$ cat src/rtl/cm0_trace_capture_if.sv
// Trace stream from the capture FIFO head to the profiling/debug readout path.
// A beat transfers on any rising HCLK where TR_VALID && TR_READY; while TR_VALID is high and
// TR_READY low the producer holds TR_DATA stable. TR_VALID never waits on TR_READY.
interface cm0_trace_capture_if #(
  parameter int DW = 144
);
  logic          TR_VALID;
  logic          TR_READY;
  logic [DW-1:0] TR_DATA;

  modport master (output TR_VALID, output TR_DATA, input TR_READY);
  modport slave  (input TR_VALID, input TR_DATA, output TR_READY);
endinterface

$ cat src/rtl/cm0_trace_capture.sv
// PC/register trace capture: window filter, timestamping, DEPTH-entry FIFO drained
// over a valid/ready stream. Runs on HCLK beside the Cortex-M0 visibility taps.
module cm0_trace_capture #(
  parameter  int NUM_CH = 3,
  parameter  int DEPTH  = 16,
  localparam int DW     = 32 * (NUM_CH + 1) + 16,
  localparam int AW     = $clog2(DEPTH),
  localparam int LW     = AW + 1
) (
  input  logic                   HCLK,
  input  logic                   HRESETn,
  input  logic [31:0]            PC_I,
  input  logic [32*NUM_CH-1:0]   REG_I,
  input  logic                   CFG_EN,
  input  logic [1:0]             CFG_MODE,
  input  logic [31:0]            CFG_LO,
  input  logic [31:0]            CFG_HI,
  cm0_trace_capture_if.master    tr,
  output logic [LW-1:0]          LEVEL,
  output logic [15:0]            DROP_CNT,
  output logic [1:0]             STATE
);

  typedef enum logic [1:0] {
    ST_IDLE    = 2'd0,
    ST_ARMED   = 2'd1,
    ST_RUN     = 2'd2,
    ST_STOPPED = 2'd3
  } state_e;

  state_e          state_q;
  logic [15:0]     ts_q;
  logic [15:0]     drop_q;
  logic [31:0]     pc_prev_q;
  logic            prev_in_win_q;
  logic            first_q;
  logic [AW-1:0]   wr_ptr_q;
  logic [AW-1:0]   rd_ptr_q;
  logic [LW-1:0]   level_q;
  logic [DW-1:0]   mem_q [DEPTH];

  logic            in_win;
  logic            sampling;
  logic            qual;
  logic            capture;
  logic            full;
  logic            empty;
  logic            pop;
  logic            push;
  logic            drop;
  logic            stop_hit;
  logic [LW-1:0]   level_d;
  logic [15:0]     drop_d;
  logic [DW-1:0]   entry;

  always_comb begin
    in_win   = (PC_I >= CFG_LO) && (PC_I <= CFG_HI);
    // ARMED's first in-window cycle is treated as the first RUN sample.
    sampling = (state_q == ST_RUN) || ((state_q == ST_ARMED) && in_win);
    if (CFG_MODE == 2'd1) qual = in_win && !prev_in_win_q;
    else                  qual = in_win && (first_q || (PC_I != pc_prev_q));
    capture  = sampling && qual;
    full     = (level_q == LW'(DEPTH));
    empty    = (level_q == '0);
    pop      = !empty && tr.TR_READY;
    push     = capture && (!full || pop);
    drop     = capture && full && !pop;
    stop_hit = (CFG_MODE == 2'd2) && push && !pop && (level_q == LW'(DEPTH - 1));
    entry    = {ts_q, REG_I, PC_I};

    level_d = level_q;
    case ({push, pop})
      2'b10:   level_d = level_q + LW'(1);
      2'b01:   level_d = level_q - LW'(1);
      default: level_d = level_q;
    endcase

    drop_d = drop_q;
    if (drop && (drop_q != 16'hFFFF)) drop_d = drop_q + 16'd1;
  end

  always_ff @(posedge HCLK or negedge HRESETn) begin
    if (!HRESETn) begin
      state_q       <= ST_IDLE;
      ts_q          <= '0;
      drop_q        <= '0;
      pc_prev_q     <= '0;
      prev_in_win_q <= 1'b0;
      first_q       <= 1'b1;
      wr_ptr_q      <= '0;
      rd_ptr_q      <= '0;
      level_q       <= '0;
    end else begin
      if (push) wr_ptr_q <= wr_ptr_q + AW'(1);
      if (pop)  rd_ptr_q <= rd_ptr_q + AW'(1);
      level_q <= level_d;

      case (state_q)
        ST_IDLE: begin
          // FIFO is deliberately left alone so an earlier capture can still drain.
          if (CFG_EN) begin
            state_q       <= (CFG_MODE == 2'd2) ? ST_ARMED : ST_RUN;
            ts_q          <= '0;
            drop_q        <= '0;
            first_q       <= 1'b1;
            prev_in_win_q <= 1'b0;
          end
        end
        default: begin
          ts_q   <= ts_q + 16'd1;
          drop_q <= drop_d;
          if (state_q != ST_STOPPED) begin
            pc_prev_q     <= PC_I;
            prev_in_win_q <= in_win;
          end
          if (sampling) first_q <= 1'b0;

          if (!CFG_EN)                                state_q <= ST_IDLE;
          else if ((state_q == ST_ARMED) && in_win)   state_q <= ST_RUN;
          else if ((state_q == ST_RUN) && stop_hit)   state_q <= ST_STOPPED;
        end
      endcase
    end
  end

  always_ff @(posedge HCLK) begin
    if (push) mem_q[wr_ptr_q] <= entry;
  end

  assign tr.TR_VALID = !empty;
  assign tr.TR_DATA  = empty ? '0 : mem_q[rd_ptr_q];
  assign LEVEL       = level_q;
  assign DROP_CNT    = drop_q;
  assign STATE       = state_q;

endmodule
$ cat src/flat_wrapper.sv
// flat-port wrapper written by rule: the top's interface ports become plain ports
module cm0_trace_capture_flat 
#(
  parameter  int NUM_CH = 3,
  parameter  int DEPTH  = 16,
  localparam int DW     = 32 * (NUM_CH + 1) + 16,
  localparam int AW     = $clog2(DEPTH),
  localparam int LW     = AW + 1
)
  (HCLK, HRESETn, PC_I, REG_I, CFG_EN, CFG_MODE, CFG_LO, CFG_HI, LEVEL, DROP_CNT, STATE, tr_TR_VALID, tr_TR_DATA, tr_TR_READY);
  cm0_trace_capture_if tr_i ();
  input  logic HCLK;
  input  logic HRESETn;
  input  logic [31:0] PC_I;
  input  logic [32*NUM_CH-1:0] REG_I;
  input  logic CFG_EN;
  input  logic [1:0] CFG_MODE;
  input  logic [31:0] CFG_LO;
  input  logic [31:0] CFG_HI;
  output logic [LW-1:0] LEVEL;
  output logic [15:0] DROP_CNT;
  output logic [1:0] STATE;
  output wire logic [$bits(tr_i.TR_VALID)-1:0] tr_TR_VALID;
  output wire logic [$bits(tr_i.TR_DATA)-1:0] tr_TR_DATA;
  input wire logic [$bits(tr_i.TR_READY)-1:0] tr_TR_READY;
  assign tr_TR_VALID = tr_i.TR_VALID;
  assign tr_TR_DATA = tr_i.TR_DATA;
  assign tr_i.TR_READY = tr_TR_READY;
  cm0_trace_capture #(.NUM_CH(NUM_CH), .DEPTH(DEPTH)) u_core (.HCLK(HCLK), .HRESETn(HRESETn), .PC_I(PC_I), .REG_I(REG_I), .CFG_EN(CFG_EN), .CFG_MODE(CFG_MODE), .CFG_LO(CFG_LO), .CFG_HI(CFG_HI), .tr(tr_i), .LEVEL(LEVEL), .DROP_CNT(DROP_CNT), .STATE(STATE));
endmodule
$ cat config.mk
export PLATFORM = sky130hd
export DESIGN_NAME = cm0_trace_capture_flat
export DESIGN_NICKNAME = d
export VERILOG_FILES = /design/src/rtl/cm0_trace_capture_if.sv /design/src/rtl/cm0_trace_capture.sv /design/src/flat_wrapper.sv
export SDC_FILE = /design/constraint.sdc
export NUM_CORES = 2
export LEC_CHECK = 0
export CORE_ASPECT_RATIO = 1.25
export CORE_MARGIN = 2
export CORE_UTILIZATION = 53
export CTS_BUF_LIST = sky130_fd_sc_hd__clkbuf_4 sky130_fd_sc_hd__clkbuf_8
export CTS_CLUSTER_SIZE = 16
export DETAILED_ROUTE_END_ITERATION = 6
export PLACE_DENSITY = 0.71
export SKIP_CTS_REPAIR_TIMING = 1
export SYNTH_ARGS = -nofsm -noshare
export SYNTH_HDL_FRONTEND = slang
export SYNTH_SLANG_ARGS = --single-unit
$ cat constraint.sdc
create_clock -name HCLK -period 34.6 [get_ports HCLK]
set_input_delay 6.92 -clock HCLK [delete_from_list [all_inputs] [get_ports HCLK]]
set_output_delay 6.92 -clock HCLK [all_outputs]
set_load 0.03 [all_outputs]
# [Word-level counts from Yosys, hierarchy flattened]
# Memories as Yosys holds them, arrays and structs flattened.
# Cells that the tools add are included.
[classes] n_lt_le_gt_ge=2 n_reduce_logical=32 mux=21 n_eq_ne=13 n_addsub=6 bitwise_logic=1
[op_table] operator="$mux W144" n=1
[op_table] operator="$mux W16" n=4
[op_table] operator="$add A16 B1 Y16 const B" n=2
[op_table] operator="$ge A32 B32 Y1" n=1
[op_table] operator="$le A32 B32 Y1" n=1
[op_table] operator="$ne A32 B32 Y1" n=1
[op_table] operator="$ne A16 B16 Y1 const B" n=1
[op_table] operator="$logic_and A1 B1 Y1" n=14
[op_table] operator="$mux W2" n=6
[op_table] operator="$pmux W5 S2" n=1
[op_table] operator="$reduce_and A2 Y1" n=5
[op_table] operator="$mux W1" n=9
[op_table] operator="$add A4 B1 Y4 const B" n=2
[op_table] operator="$reduce_bool A2 Y1" n=4
[op_table] operator="$eq A2 B1 Y1 const B" n=3
[op_table] operator="$eq A2 B2 Y1 const B" n=3
[op_table] operator="$add A5 B1 Y5 const B" n=1
[op_table] operator="$eq A5 B4 Y1 const B" n=1
[op_table] operator="$eq A5 B5 Y1 const B" n=1
[op_table] operator="$logic_not A5 Y1" n=1
[op_table] operator="$sub A5 B1 Y5 const B" n=1
[op_table] operator="$logic_not A1 Y1" n=4
[op_table] operator="$ne A2 B2 Y1 const B" n=2
[op_table] operator="$ne A4 B1 Y1 const B" n=1
[op_table] operator="other kinds (3)" n=5
[word_totals] mem_bits_rw=2304 mem_count=1 ff_bits=81 inputBits=198
[mem_list] name="u_core.mem_q" words=16 word_bits=144 read_ports=1 rd_clocked_by_memory_dff=0 write_ports=1 line="cm0_trace_capture.sv:40" source="logic [DW-1:0] mem_q [DEPTH];"

# [Logic depth before layout (Yosys ltp)]
[logic_depth] ltp_word=14 ltp_mapped=16 mapped_depth_nobuf=16

# [Worst setup path before layout]
# Ideal clock, no wire load.
[synth_timing] kind="in2reg" from="in CFG_LO[25]" to="mem u_core.mem_q[0][0] (enable)" required_ps=33776 arrival_time_ps=18606 setup_slack_ps=15171 stages=11 setup_ps=824 path_cell_list="inv_1 ha_1 and4_1 nor4b_1 a221oi_1 o21ai_0 o211ai_1 nor3b_2 clkbuf_1 nand2_1 nor3_1"
[synth_via] elab_chain_len=8 elab_cells_between_ends=11 classes_between="order compare (1); mux (3); reduce/logical (7)"
[synth_rtl] item="from (decl)" line="flat_wrapper.sv:18" source="input logic [31:0] CFG_LO;"
[synth_rtl] item="$ge A32 B32 Y1 (*)" line="cm0_trace_capture.sv:57" source="in_win = (PC_I >= CFG_LO) && (PC_I <= CFG_HI);"
[synth_rtl] item="$logic_and A1 B1 Y1 (*)" line="cm0_trace_capture.sv:57"
[synth_rtl] item="$logic_and A1 B1 Y1 (on tied branches)" line="cm0_trace_capture.sv:61, cm0_trace_capture.sv:59, cm0_trace_capture.sv:60"
[synth_rtl] item="$mux W1 or $logic_or A1 B1 Y1 (tied branches)" line="cm0_trace_capture.sv:60, cm0_trace_capture.sv:59"
[synth_rtl] item="$logic_and A1 B1 Y1 (*)" line="cm0_trace_capture.sv:62" source="capture = sampling && qual;"
[synth_rtl] item="$logic_and A1 B1 Y1 (*)" line="cm0_trace_capture.sv:66" source="push = capture && (!full || pop);"
[synth_rtl] item="$mux W1 (*)" line="cm0_trace_capture.sv:127" source="if (push) mem_q[wr_ptr_q] <= entry;"
[synth_rtl] item="$mux W1 (not written as such) (*)" line="cm0_trace_capture.sv:127"
[synth_rtl] item="to (decl)" line="cm0_trace_capture.sv:40"
# Every way passes the cells marked *; elsewhere a longest branch is shown, timed or not.

# [Worst setup path after layout]
[layout_timing] from="reg u_core.rd_ptr_q[1]" to="out tr_TR_DATA[66]"
[layout_via] elab_chain_len=2
[layout_rtl] item="from (decl)" line="cm0_trace_capture.sv:38" source="logic [AW-1:0] rd_ptr_q;"
[layout_rtl] item="from (signal assigned)" line="cm0_trace_capture.sv:95" source="if (pop) rd_ptr_q <= rd_ptr_q + AW'(1);"
[layout_rtl] item="$mem_v2 Z16 W144"
[layout_rtl] item="$mux W144" line="cm0_trace_capture.sv:131" source="assign tr.TR_DATA = empty ? '0 : mem_q[rd_ptr_q];"
[layout_rtl] item="to (decl)" line="flat_wrapper.sv:24" source="output wire logic [$bits(tr_i.TR_DATA)-1:0] tr_TR_DATA;"
# No other way between the ends.

==> reports/metrics.cfg <==
[outcome]
status = finished clean

[synth]
synth_compound_area_share_pct = 0.844
ys_seq_elements = 2385
synthesis.nets = 4260
synth_commonest_cells = 2304 x edfxtp_1, 720 x mux4_2, 147 x and2_1
synth_ff_type = edfxtp_1
syn_inst = 3983
async_flop_share_pct = 3.40
yosysMostFrequentCell = edfxtp_1
yosys-mux-area-fraction_pct = 17.9
syn_area_per_cell_um2 = 23.3
ys_seq_area_share_pct = 76.6
yosys.area_share.adder_pct = 1.07
yosys.area_share.xor_xnor_pct = 0.434
synth_top_family_by_area = multiplexers
synth_area_leader_cell = edfxtp_1
yosysWarnings = 0
synth_area_leaders = edfxtp_1 74%, mux4_2 17%, dfrtp_1 2.2%, ha_1 1.1%, and2_1 0.99%
synthDistinctLibCells = 55
synthSimpleGateAreaFrac_pct = 2.04
synth-edff-count = 2304
netlist.area_leader.share_pct = 74.4
synth_area_mm2 = 0.0929

[critical_path]
critPathSlowestCell = dfrtp_4
cp_max_fo = 59
worstSetupEndpointType = output port
cp.arrival_ns = 6.47
crit_chain = buf_4, buf_4, buf_4, mux4_2, mux4_2, and2_1, clkdlybuf4s50_1
crit_top_cell = buf_4
critPathLaunchType = flop
path_delay_family = buffers and inverters
worstPathRequired_ns = 27.68
path_class = reg -> out
worst-path-buf-inv = 4
cp_slowest_stage_delay_ns = 0.99

[floorplan]
num_io_pins = 366
chipWidth_um = 379
core_area_mm2 = 0.174
die_h_um = 472
placementRows = 171
die_area_mm2 = 0.179
start_util_pct = 53.4

[timing]
final_hold_viol_count = 0
post-route-min-period_ns = 13.39
slew_headroom_pct = 16.4
rsz0062_at_grt = no
skew_ns = 0.0974
slew_violations = 0
tightest_slew_ns = 1.25
finalSetupTns_ns = 0
setup_viol = 0
fin_crit_sh_pct = 38.7
fmax_mhz = 74.7

[global_routing]
antenna_found_initial = 25
grt_max_degree = 107
grt_pass1_vias = 46200
grt_pass1_wl_mm = 312
grt_usage_pct = 24.4
overflow = 0

[power_and_ir_drop]
leakage_nw = 34.1
p_sw_mw = 2.58
ir_drop_mv = 0.0679
seqPwrFrac_pct = 40.2
intPower_mw = 5.79
p_per_area_mw_per_mm2 = 78.5
clkPwrFrac_pct = 26.6
p_comb_share_pct = 33.1
switching_share_pct = 30.8

[cts]
clock-root-buffer = clkbuf_8
cts_tree = yes
clock_path_buffers = 4
h-tree-depth = 5
cts_sinks = 2385
clock_latency_ns = 1.06
numCtsBuffers = 367
cts.clk_slew.worst_paths_ns = 0.06

[cells_and_area]
layout.nets = 4883
areaGrowthSynthToFinish_pct = 14.6
drive_above_1_share_pct = 29.2
multi_input_area_mm2 = 0.0208
finish.instance_area_mm2 = 0.107
seq_area_mm2 = 0.0712
fillers = 11900

[place]
dp_hpwl_mm = 112
io_buffer_count = 365
gp_congestion = 0.829
placed_cell_area_mm2 = 0.0996

[drt]
wl_per_cell_um = 29.9
drtPass1Iterations = 6
drt_iter0_markers = 4817
viasPerCell = 6.16
drc = 0
antenna_left = 0
totalWireLength_mm = 216
num_vias = 44400

[hold_path]
hp-class = reg -> reg

[flow_run]
drv_cap = 0

-- flip-flops by register name, summed over array words and instances (netlist names) --
signal                flops
u_core.mem_q           2304
u_core.pc_prev_q         32
u_core.DROP_CNT          16
u_core.ts_q              16
u_core.LEVEL              5
u_core.rd_ptr_q           4
u_core.wr_ptr_q           4
u_core.STATE              2
u_core.first_q            1
u_core.prev_in_win_q      1
-- power groups by stage --
| stage | combinational [mW] | sequential, mW | clock (mW) |
|---|---|---|---|
| after floorplan | 1.88 | 3.38 | 0 |
| after global placement | 2.81 | 3.42 | 0 |
| after detailed placement | 2.82 | 3.43 | 0 |
| after CTS | 2.82 | 3.37 | 2.27 |
| after global routing | 2.94 | 3.38 | 2.39 |
| final | 2.77 | 3.37 | 2.23 |
-- worst paths after layout --
| kind | start | to | slack, ns | cells after the start |
|---|---|---|---|---|
| min | u_core.prev_in_win_q$_DFFE_PN0P_ | u_core.prev_in_win_q$_DFFE_PN0P_ | 0.53 | 2 |
| max reg2reg | u_core.pc_prev_q[5]$_DFFE_PN0P_ | u_core.mem_q[11][69]$_DFFE_PP_ | 29.03 | 9 |
| min in group asynchronous | HRESETn | u_core.ts_q[3]$_DFFE_PN0P_ | 5.75 | 1 |
| max | u_core.rd_ptr_q[1]$_DFFE_PN0P_ | tr_TR_DATA[66] | 21.21 | 7 |
| max in group asynchronous | HRESETn | u_core.rd_ptr_q[3]$_DFFE_PN0P_ | 27.59 | 2 |
| min reg2reg | u_core.prev_in_win_q$_DFFE_PN0P_ | u_core.prev_in_win_q$_DFFE_PN0P_ | 0.53 | 2 |
-- cell type report --
| class | instances | area share [%] |
|---|---|---|
| Inverter | 76 | 0.268 |
| Antenna cell | 7 | 0.0164 |
| Multi-Input combinational cell | 1329 | 19.5 |
| Clock buffer | 507 | 5.80 |
| Clock inverter | 132 | 0.691 |
| Timing Repair Buffer | 447 | 4.09 |
| Sequential cell | 2385 | 66.9 |
| Tap cell | 2335 | 2.74 |
-- cell families (layout without fill, tap and decap cells) --
logic type / after synthesis / in the layout
flip-flops: 2385 / 2385
adder cells (fa/ha/maj): 79 / 79
AND/OR/NAND/NOR: 331 / 331
other: 0 / 7
buffers and inverters: 269 / 1162
XOR/XNOR: 46 / 46
AO/OA/AOI/OAI: 117 / 117
multiplexers: 756 / 756
-- per-stage QoR --
step	instances	hold slack [ns]	setup WS (ns)	util (%)	total power, mW
2_1_floorplan	3983	0.493	15.17	-	5.26
3_3_place_gp	6572	0.509	20.88	57.2	6.24
3_5_place_dp	6572	0.516	20.89	57.2	6.24
4_1_cts	7211	0.530	21.01	61.2	8.47
5_1_grt	7214	0.539	20.76	61.2	8.71
6_report	7218	0.528	21.21	61.2	8.37
-- metal layers --
layer  global-route usage, %  vias up  wire length (um)
met3                    5.92      355             18600
met5                       0        -               123
met2                    39.0     2011            106000
met1                    34.0    23900             85900
li1                        -    18200                 -
met4                    6.98       20              4970
-- cell usage in the layout, fill, tap and decap left out, types with 16 or more instances in the layout --
master,instances
a21o_1,17
a21oi_1,36
and2_1,147
buf_4,76
clkbuf_4,128
clkbuf_8,379
clkdlybuf4s50_1,364
clkinv_1,82
clkinv_2,36
dfrtp_1,76
edfxtp_1,2304
ha_1,78
inv_1,76
mux2_2,33
mux4_2,720
nand2_1,42
nand2b_1,16
nand3_1,27
nand4_1,24
o21ai_0,21
xnor2_1,25
xor2_1,21
-- worst reg2reg max path: cells and delay by family (launching register included) --
kind	cells	cell delay (ns)
AO/OA/AOI/OAI	1	0.41
XOR/XNOR	1	0.36
buffers and inverters	2	1.73
flip-flops	1	0.38
AND/OR/NAND/NOR	5	2.16
No activity file was read; power rests on OpenSTA's default activity.
